**config.mk**
```make
export PLATFORM = sky130hd
export DESIGN_NAME = triangle_area_unit
export DESIGN_NICKNAME = d
export VERILOG_FILES = /design/src/rtl/triangle_pipe_pkg.sv /design/src/rtl/pipe_stage_reg.sv /design/src/rtl/triangle_area_unit.sv
export SDC_FILE = /design/constraint.sdc
export NUM_CORES = 2
export LEC_CHECK = 0
export BUFFER_PORTS_ARGS = -buffer_cell sky130_fd_sc_hd__buf_2
export CORE_MARGIN = 2
export CORE_UTILIZATION = 45
export DETAILED_ROUTE_END_ITERATION = 7
export SYNTH_ARGS = -nofsm -noshare
export SYNTH_HDL_FRONTEND = slang
export SYNTH_SLANG_ARGS = --single-unit
```
**constraint.sdc**
```tcl
create_clock -name clk -period 22.5 [get_ports clk]
set_clock_uncertainty 0.2 [all_clocks]
set_input_delay 2.25 -clock clk [delete_from_list [all_inputs] [get_ports clk]]
set_output_delay 2.25 -clock clk [all_outputs]
set_load 0.05 [all_outputs]
```
**src/rtl/triangle_pipe_pkg.sv**
```systemverilog
// ---------------------------------------------------------------------------
// triangle_pipe_pkg
// Shared definitions for the triangle pipe: coordinate and vertex widths,
// vertex field slices, the areaSign encoding shared with the face culler,
// the doubled-area width, and the per-stage payload structs used by
// triangle_area_unit.
// A vertex is packed {x, y, z} with x in the MSBs; each coordinate is a
// signed two's-complement value of COORD_W bits.
// ---------------------------------------------------------------------------
package triangle_pipe_pkg;

    localparam int COORD_W = 22;
    localparam int VERT_W  = 3 * COORD_W;
    localparam int AREA_W  = 2 * COORD_W + 3;

    // Edge deltas need one extra bit, products of two deltas need double that.
    localparam int DIFF_W  = COORD_W + 1;
    localparam int PROD_W  = 2 * COORD_W + 2;

    localparam int X_MSB = VERT_W - 1;
    localparam int X_LSB = 2 * COORD_W;
    localparam int Y_MSB = 2 * COORD_W - 1;
    localparam int Y_LSB = COORD_W;
    localparam int Z_MSB = COORD_W - 1;
    localparam int Z_LSB = 0;

    typedef enum logic {
        PLUS  = 1'b0,
        MINUS = 1'b1
    } area_sign_e;

    typedef logic [VERT_W-1:0] vertex_t;

    typedef struct packed {
        vertex_t           pa;
        vertex_t           pb;
        vertex_t           pc;
        logic [DIFF_W-1:0] dx1;
        logic [DIFF_W-1:0] dy1;
        logic [DIFF_W-1:0] dx2;
        logic [DIFF_W-1:0] dy2;
    } s1_t;

    typedef struct packed {
        vertex_t           pa;
        vertex_t           pb;
        vertex_t           pc;
        logic [PROD_W-1:0] p1;
        logic [PROD_W-1:0] p2;
    } s2_t;

    typedef struct packed {
        vertex_t           pa;
        vertex_t           pb;
        vertex_t           pc;
        logic [AREA_W-1:0] area;
        area_sign_e        sign;
        logic              degenerate;
    } s3_t;

    // Sign-extends an edge delta to product width so the multiply is exact.
    function automatic logic [PROD_W-1:0] sext_diff(input logic [DIFF_W-1:0] d);
        return {{(PROD_W - DIFF_W){d[DIFF_W-1]}}, d};
    endfunction

endpackage

```
**src/rtl/pipe_stage_reg.sv**
```systemverilog
// ---------------------------------------------------------------------------
// pipe_stage_reg
// One valid/data pipeline register with elastic advance.
// The slot accepts new contents whenever it is empty or its downstream
// neighbour advances, so bubbles collapse under backpressure.
// Ports:
//   clk, rst        clock, synchronous active-high reset
//   up_valid        upstream slot holds data
//   up_data         upstream payload (W bits)
//   down_advance    downstream slot will accept this cycle
//   valid, data     registered slot contents
//   advance         this slot will accept from upstream this cycle
// ---------------------------------------------------------------------------
module pipe_stage_reg #(
    parameter int W = 8
) (
    input  logic         clk,
    input  logic         rst,
    input  logic         up_valid,
    input  logic [W-1:0] up_data,
    input  logic         down_advance,
    output logic         valid,
    output logic [W-1:0] data,
    output logic         advance
);

    assign advance = !valid || down_advance;

    // Payload only loads with a real item, so a bubble leaves the old data in
    // place and a stalled slot never changes what it presents.
    always_ff @(posedge clk) begin
        if (rst) begin
            valid <= 1'b0;
            data  <= '0;
        end else if (advance) begin
            valid <= up_valid;
            if (up_valid) begin
                data <= up_data;
            end
        end
    end

endmodule

```
**src/rtl/triangle_area_unit.sv**
```systemverilog
// ---------------------------------------------------------------------------
// triangle_area_unit
// Three-stage pipeline computing twice the signed screen-space area of a
// triangle: (xb-xa)(yc-ya) - (xc-xa)(yb-ya). Vertices ride along unchanged
// so the downstream culler sees vertices and sign in the same beat.
//   S1: edge deltas, S2: cross products, S3: difference, sign, zero test.
// Ports:
//   clk, rst                    clock, synchronous active-high reset
//   in_valid/in_ready           input handshake
//   in_Pa, in_Pb, in_Pc         input vertices {x, y, z}
//   out_valid/out_ready         output handshake
//   out_Pa, out_Pb, out_Pc      vertices passed through
//   out_area                    signed doubled area (AREA_W bits)
//   out_areaSign                PLUS (area >= 0) or MINUS (area < 0)
//   out_degenerate              area == 0
// Optional build macro TRI_AREA_DROP_DEGENERATE_EN: zero-area triangles are
// silently consumed in S3 and out_degenerate is tied low.
// ---------------------------------------------------------------------------
module triangle_area_unit
    import triangle_pipe_pkg::*;
(
    input  logic              clk,
    input  logic              rst,
    input  logic              in_valid,
    output logic              in_ready,
    input  logic [VERT_W-1:0] in_Pa,
    input  logic [VERT_W-1:0] in_Pb,
    input  logic [VERT_W-1:0] in_Pc,
    output logic              out_valid,
    input  logic              out_ready,
    output logic [VERT_W-1:0] out_Pa,
    output logic [VERT_W-1:0] out_Pb,
    output logic [VERT_W-1:0] out_Pc,
    output logic [AREA_W-1:0] out_area,
    output logic              out_areaSign,
    output logic              out_degenerate
);

    logic [COORD_W-1:0] xa, ya, xb, yb, xc, yc;
    s1_t s1_d, s1_q;
    s2_t s2_d, s2_q;
    s3_t s3_d, s3_q;
    logic v1, v2, v3;
    logic adv1, adv2, adv3, adv4;
    logic drop_now;
    logic [AREA_W-1:0] s3_area;

    assign xa = in_Pa[X_MSB:X_LSB];
    assign ya = in_Pa[Y_MSB:Y_LSB];
    assign xb = in_Pb[X_MSB:X_LSB];
    assign yb = in_Pb[Y_MSB:Y_LSB];
    assign xc = in_Pc[X_MSB:X_LSB];
    assign yc = in_Pc[Y_MSB:Y_LSB];

    // S1 input: deltas are formed one bit wider so they cannot wrap.
    always_comb begin
        s1_d     = '0;
        s1_d.pa  = in_Pa;
        s1_d.pb  = in_Pb;
        s1_d.pc  = in_Pc;
        s1_d.dx1 = {xb[COORD_W-1], xb} - {xa[COORD_W-1], xa};
        s1_d.dy1 = {yb[COORD_W-1], yb} - {ya[COORD_W-1], ya};
        s1_d.dx2 = {xc[COORD_W-1], xc} - {xa[COORD_W-1], xa};
        s1_d.dy2 = {yc[COORD_W-1], yc} - {ya[COORD_W-1], ya};
    end

    // S2 input: operands are sign-extended to full product width first, so
    // the truncated PROD_W-bit product equals the exact signed product.
    always_comb begin
        s2_d    = '0;
        s2_d.pa = s1_q.pa;
        s2_d.pb = s1_q.pb;
        s2_d.pc = s1_q.pc;
        s2_d.p1 = sext_diff(s1_q.dx1) * sext_diff(s1_q.dy2);
        s2_d.p2 = sext_diff(s1_q.dx2) * sext_diff(s1_q.dy1);
    end

    assign s3_area = {s2_q.p1[PROD_W-1], s2_q.p1} - {s2_q.p2[PROD_W-1], s2_q.p2};

    // S3 input: zero area has a clear MSB and therefore reports PLUS.
    always_comb begin
        s3_d            = '0;
        s3_d.pa         = s2_q.pa;
        s3_d.pb         = s2_q.pb;
        s3_d.pc         = s2_q.pc;
        s3_d.area       = s3_area;
        s3_d.sign       = s3_area[AREA_W-1] ? MINUS : PLUS;
        s3_d.degenerate = (s3_area == '0);
    end

`ifdef TRI_AREA_DROP_DEGENERATE_EN
    // A degenerate triangle in S3 is never presented; its slot frees at once.
    assign drop_now       = v3 && s3_q.degenerate;
    assign out_valid      = v3 && !s3_q.degenerate;
    assign out_degenerate = 1'b0;
`else
    assign drop_now       = 1'b0;
    assign out_valid      = v3;
    assign out_degenerate = s3_q.degenerate;
`endif

    assign adv4     = out_ready || drop_now;
    assign in_ready = adv1;

    pipe_stage_reg #(.W($bits(s1_t))) u_stage1 (
        .clk          (clk),
        .rst          (rst),
        .up_valid     (in_valid),
        .up_data      (s1_d),
        .down_advance (adv2),
        .valid        (v1),
        .data         (s1_q),
        .advance      (adv1)
    );

    pipe_stage_reg #(.W($bits(s2_t))) u_stage2 (
        .clk          (clk),
        .rst          (rst),
        .up_valid     (v1),
        .up_data      (s2_d),
        .down_advance (adv3),
        .valid        (v2),
        .data         (s2_q),
        .advance      (adv2)
    );

    pipe_stage_reg #(.W($bits(s3_t))) u_stage3 (
        .clk          (clk),
        .rst          (rst),
        .up_valid     (v2),
        .up_data      (s3_d),
        .down_advance (adv4),
        .valid        (v3),
        .data         (s3_q),
        .advance      (adv3)
    );

    assign out_Pa       = s3_q.pa;
    assign out_Pb       = s3_q.pb;
    assign out_Pc       = s3_q.pc;
    assign out_area     = s3_q.area;
    assign out_areaSign = s3_q.sign;

endmodule

```
## Word level (Yosys, flattened, before mapping)

Cells that the tools add are included.

| cells by class | value |
|---|---|
| add/subtract/negate cells | 5 |
| $mul | 2 |
| muxes and demuxes | 1 |
| reductions and logical operators | 10 |

Operator list:

| kind | count |
|---|---|
| $mul 23x23->46 | 2 |
| $sub 22x22->23 | 4 |
| $logic_not 47->1 | 1 |
| $sub 46x46->47 | 1 |
| $reduce_and 2->1 | 3 |
| $logic_not 1->1 | 3 |
| $logic_or 1x1->1 | 3 |
| $mux 1 | 1 |

| word-level totals | value |
|---|---|
| bits in registers | 830 |
| input port bits | 202 |
| output and inout bits | 249 |
| logic and storage cells | 24 |

## Depth between registers and ports, before layout

| depth | value |
|---|---|
| depth in word-level cells | 5 |
| gate-level depth with buffers | 30 |
| gate-level depth less buffers | 28 |

## Cells and area by module

Synthesis repeated with hierarchy kept, for this count alone.

| unflattened totals | value |
|---|---|
| cell total of the unflattened synthesis | 9,165 |
| area, all modules | 83,113.5 µm² |

By module, submodules not included:

| module | times used | cells an instance | area each (µm²) | sequential area each (µm²) |
|---|---|---|---|---|
| triangle_area_unit | 1 | 5,383 | 46,357.0 | 0.0 |
| pipe_stage_reg (u_stage1 ...) | 2 | 1,326 | 12,914.9 | 5,825.6 |
| pipe_stage_reg (u_stage3) | 1 | 1,130 | 10,926.7 | 4,964.8 |

## Worst setup path after synthesis

Ideal clock, no wire load.

| path | value |
|---|---|
| path kind | reg-to-reg |
| from | reg u_stage1.data[45] |
| to | reg u_stage2.data[45] |
| setup time | 0.117 ns |
| arrival time | 7.406 ns |
| required time | 22.183 ns |
| path slack | 14.777 ns |
| cell stages (with the launch flop) | 26 |
| path buffers | 1 |
| clock period less this slack | 7.723 ns |
| cell sequence | dfxtp_1 clkbuf_1 nand2_1 inv_1 fa_1 fa_1 inv_1 fa_1 inv_1 fa_1 fa_1 fa_1 fa_1 ha_1 a21o_1 a21o_1 a21o_1 a21o_1 a21o_1 a21o_1 a21oi_1 o21ai_2 a221oi_2 nor2b_1 or4_1 a32o_1 |

| on the way | value |
|---|---|
| cells in the longest elaborated chain, start to end | 1 |

RTL lines:

| item | line | source |
|---|---|---|
| start: declaration | pipe_stage_reg.sv:23 | `output logic [W-1:0] data,` |
| start signal: assignment | pipe_stage_reg.sv:38 | `data <= up_data;` |
| $mul 23x23->46 | triangle_area_unit.sv:75 | `s2_d.p2 = sext_diff(s1_q.dx2) * sext_diff(s1_q.dy1);` |
| end signal: assignment | pipe_stage_reg.sv:38 |  |
| end: declaration | pipe_stage_reg.sv:23 |  |

No other way between the ends.
A chain may end at the register's enable or synchronous reset.

## Final worst setup path

| path | value |
|---|---|
| from | reg u_stage1.data[7] |
| to | reg u_stage2.data[91] |

| on the way | value |
|---|---|
| cells in the longest elaborated chain, start to end | 1 |

RTL lines:

| item | line | source |
|---|---|---|
| $mul 23x23->46 | triangle_area_unit.sv:74 | `s2_d.p1 = sext_diff(s1_q.dx1) * sext_diff(s1_q.dy2);` |

No other way between the ends.

==> flow_metrics.env <==
export IMPL_arrival_ns=9.09
export IMPL_tightest_slew_ns=1.27
export IMPL_clk_latency_ns=0.74
export IMPL_drt_wl_total_mm=234
export IMPL_routabilityCongestion=0.939
export IMPL_synth_distinct_cells=86
export IMPL_chipHeight_microns=410
export IMPL_hold_buffers=0
export IMPL_swShare_pct=43.6
export IMPL_setup_tns_ns=0
export IMPL_multi_input_area_sq_um=50600
export IMPL_yosysMostFrequentCell="nand2_1"
export IMPL_netlist_area_sq_um=74100
export IMPL_grt_max_degree=203
export IMPL_comb_power_share_pct=50.5
export IMPL_final_max_slew_viol_count=0
export IMPL_cts_tree="built"
export IMPL_worst_path_buf_inv=6
export IMPL_drive_gt1_share_pct=8.13
export IMPL_std_cell_rows=148
export IMPL_post_drt_wl_per_cell_microns=20.8
export IMPL_setup_ws_ns=13.82
export IMPL_dpl_cell_count=11100
export IMPL_synth_top_area_share_pct=30.7
export IMPL_crit_path_end_kind="register"
export IMPL_seq_area_frac_synth_pct=22.4
export IMPL_vias=60000
export IMPL_max_cap_violations=0
export IMPL_grt_pass1_vias=60100
export IMPL_rsz0062_at_grt="no"
export IMPL_ys_flop_type="dfxtp_1"
export IMPL_syn_area_per_cell_sq_um=8.38
export IMPL_path_delay_family="adder cells"
export IMPL_overflow=0
export IMPL_start_kind="register"
export IMPL_ir_drop_v=0.0000901
export IMPL_io_buffers=450
export IMPL_crit_required_ns=22.91
export IMPL_drt_iter0_markers=4934
export IMPL_p_sw_w=0.00288
export IMPL_cp_common_cell="fa_1"
export IMPL_cts_root_buf="clkbuf_16"
export IMPL_yosys_warnings=0
export IMPL_htreeDepth=3
export IMPL_worstHoldPathType="reg -> reg"
export IMPL_fin_cells=11300
export IMPL_cts_sinks=829
export IMPL_fp_coreArea_sq_um=163000
export IMPL_slowest_stage="dfxtp_1"
export IMPL_cts_buffers=92
export IMPL_finalCriticalPeriod_ns=8.68
export IMPL_nets=10700
export IMPL_clk_path_buf_depth=3
export IMPL_p_leak_nw=38.2
export IMPL_ant_nets=0
export IMPL_cp_max_fo=24
export IMPL_die_area_sq_um=168000
export IMPL_fin_crit_sh_pct=38.6
export IMPL_drc=0
export IMPL_grtUsageTotal_pct=27.7
export IMPL_fillers=15900
export IMPL_hpwl_mm=181
export IMPL_yosys_top_cells_count="2052 x nand2_1, 1378 x inv_1, 1135 x fa_1, 920 x a21oi_1, 829 x dfxtp_1"
export IMPL_dr_pass1_iters=6
export IMPL_grt_pass1_wl_mm=358
export IMPL_pwr_share_clk_pct=24.2
export IMPL_seq_power_share_pct=25.3
export IMPL_synth_edf_count=0
export IMPL_synth_seq_cells=829
export IMPL_vias_per_cell=5.32
export IMPL_grt_antenna_before_repair=32
export IMPL_die_w_microns=410
export IMPL_run_status="finished, final reports clean"
export IMPL_p_int_w=0.00372
export IMPL_cpPeakStageDelay_ns=0.97
export IMPL_num_io_pins=451
export IMPL_yosysTopAreaCell="fa_1"
export IMPL_hold_violations=0
export IMPL_area_growth_pct=9.80
export IMPL_max_slew_margin_pct=15.0
export IMPL_ys_top_cells_by_area="fa_1 31%, dfxtp_1 22%, nand2_1 10%"
export IMPL_start_util_pct=45.4
export IMPL_cts_resized=0
export IMPL_seq_area_sq_um=16600
export IMPL_setup_viol_count_final=0
export IMPL_syn_nets=10600
export IMPL_pre_cts_slack_ns=14.02
export IMPL_fin_util_pct=49.9
export IMPL_cts_clk_slew_worst_paths_ns=0.06
export IMPL_fmax_ghz=0.115
export IMPL_post_cts_buffers=0
export IMPL_powerDensity_nw_per_um2=81.1
export IMPL_path_class="reg -> reg"
export IMPL_async_reset_ff_share_pct=0
export IMPL_finalPower_w=0.00660
export IMPL_synthCells=8844
[cell families after synthesis]
family / after synthesis / synth area share, %
xor gates and xnor gates: 177 / 2.09
and+or+nand+nor: 3101 / 18.4
DFF: 829 / 22.4
muxes: 5 / 0.0692
AOI/OAI and AO/OA: 1359 / 10.5
buffers and inverters: 1854 / 9.41
adders and majority gates: 1519 / 37.1
[state kept, by name, summed over array words and instances, names as in the netlist]
signal / count
u_stage1.data: 290
u_stage2.data: 290
u_stage2.valid: 1
u_stage3.data: 246
u_stage1.valid: 1
u_stage3.valid: 1
[stage by stage]
stage                     area [sq um]  hold WS, ns
after CTS                        81300        0.211
after floorplan                  74100        0.225
after global routing             81300        0.240
after detailed placement         78100        0.241
after global placement           78100        0.235
final                            81400        0.211
[final timing paths]
| check | cells after the start | end | slack (ns) | start |
|---|---|---|---|---|
| worst max-delay path | 26 | u_stage2.data[91] | 13.82 | u_stage1.data[7] |
| worst min-delay path | 2 | u_stage3.data[115] | 0.21 | u_stage2.data[158] |
| worst max register to register | 26 | u_stage2.data[91] | 13.82 | u_stage1.data[7] |
| worst min register to register | 2 | u_stage3.data[115] | 0.21 | u_stage2.data[158] |
[layout make-up]
class	count	share of cell area, %
Tap cell	2175	3.34
Clock inverter	35	0.703
Inverter	1379	6.36
Clock buffer	133	3.24
Timing Repair Buffer	549	3.72
Multi-Input combinational cell	6161	62.2
Antenna cell	21	0.0646
Sequential cell	829	20.4
[cells in the final DEF, fill, tap and decap left out, drive strengths merged, types with 9 or more instances in the layout]
cell type  Yosys  layout
diode          0      21
o211ai        17      17
nor2b         52      52
and3          29      29
and2         487     487
a21oi        924     924
nand3         61      61
o21a          35      35
clkinv         1      22
nor3          60      60
a21o          81      81
buf           17     549
o21ai        122     122
xor2          57      57
nor2         227     227
a21boi        11      11
o21bai        20      20
a221oi         9       9
ha           384     384
a31oi         22      22
o31ai         16      16
xnor2        120     120
inv         1378    1380
dfxtp        829     829
or3           29      29
nand4         20      20
clkbuf       458     133
fa          1135    1135
a211oi        37      37
nand2b        36      36
nand2       2052    2052
[layer usage]
layer | track usage (%) | vias to the layer above | routed length [microns]
met4 | 11.2 | 8 | 9630
met2 | 45.0 | 1915 | 111000
met3 | 4.74 | 422 | 16300
li1 | - | 27500 | -
met1 | 36.8 | 30200 | 97200
met5 | 0.747 | - | 220
[tightest hold or removal path, stage by stage, from the launching register on]
cell and delay (ns):
dfxtp_1 0.31, nand2_1 0.05, a21oi_1 0.05
[power by group through the flow]
stage | Combinational (W) | Sequential [W] | Clock [W]
2_1_floorplan | 0.00226 | 0.00171 | 0
3_3_place_gp | 0.00325 | 0.00169 | 0
3_5_place_dp | 0.00329 | 0.00170 | 0
4_1_cts | 0.00332 | 0.00167 | 0.00162
5_1_grt | 0.00370 | 0.00168 | 0.00168
6_report | 0.00333 | 0.00167 | 0.00160
No activity file was read; power rests on OpenSTA's default activity.
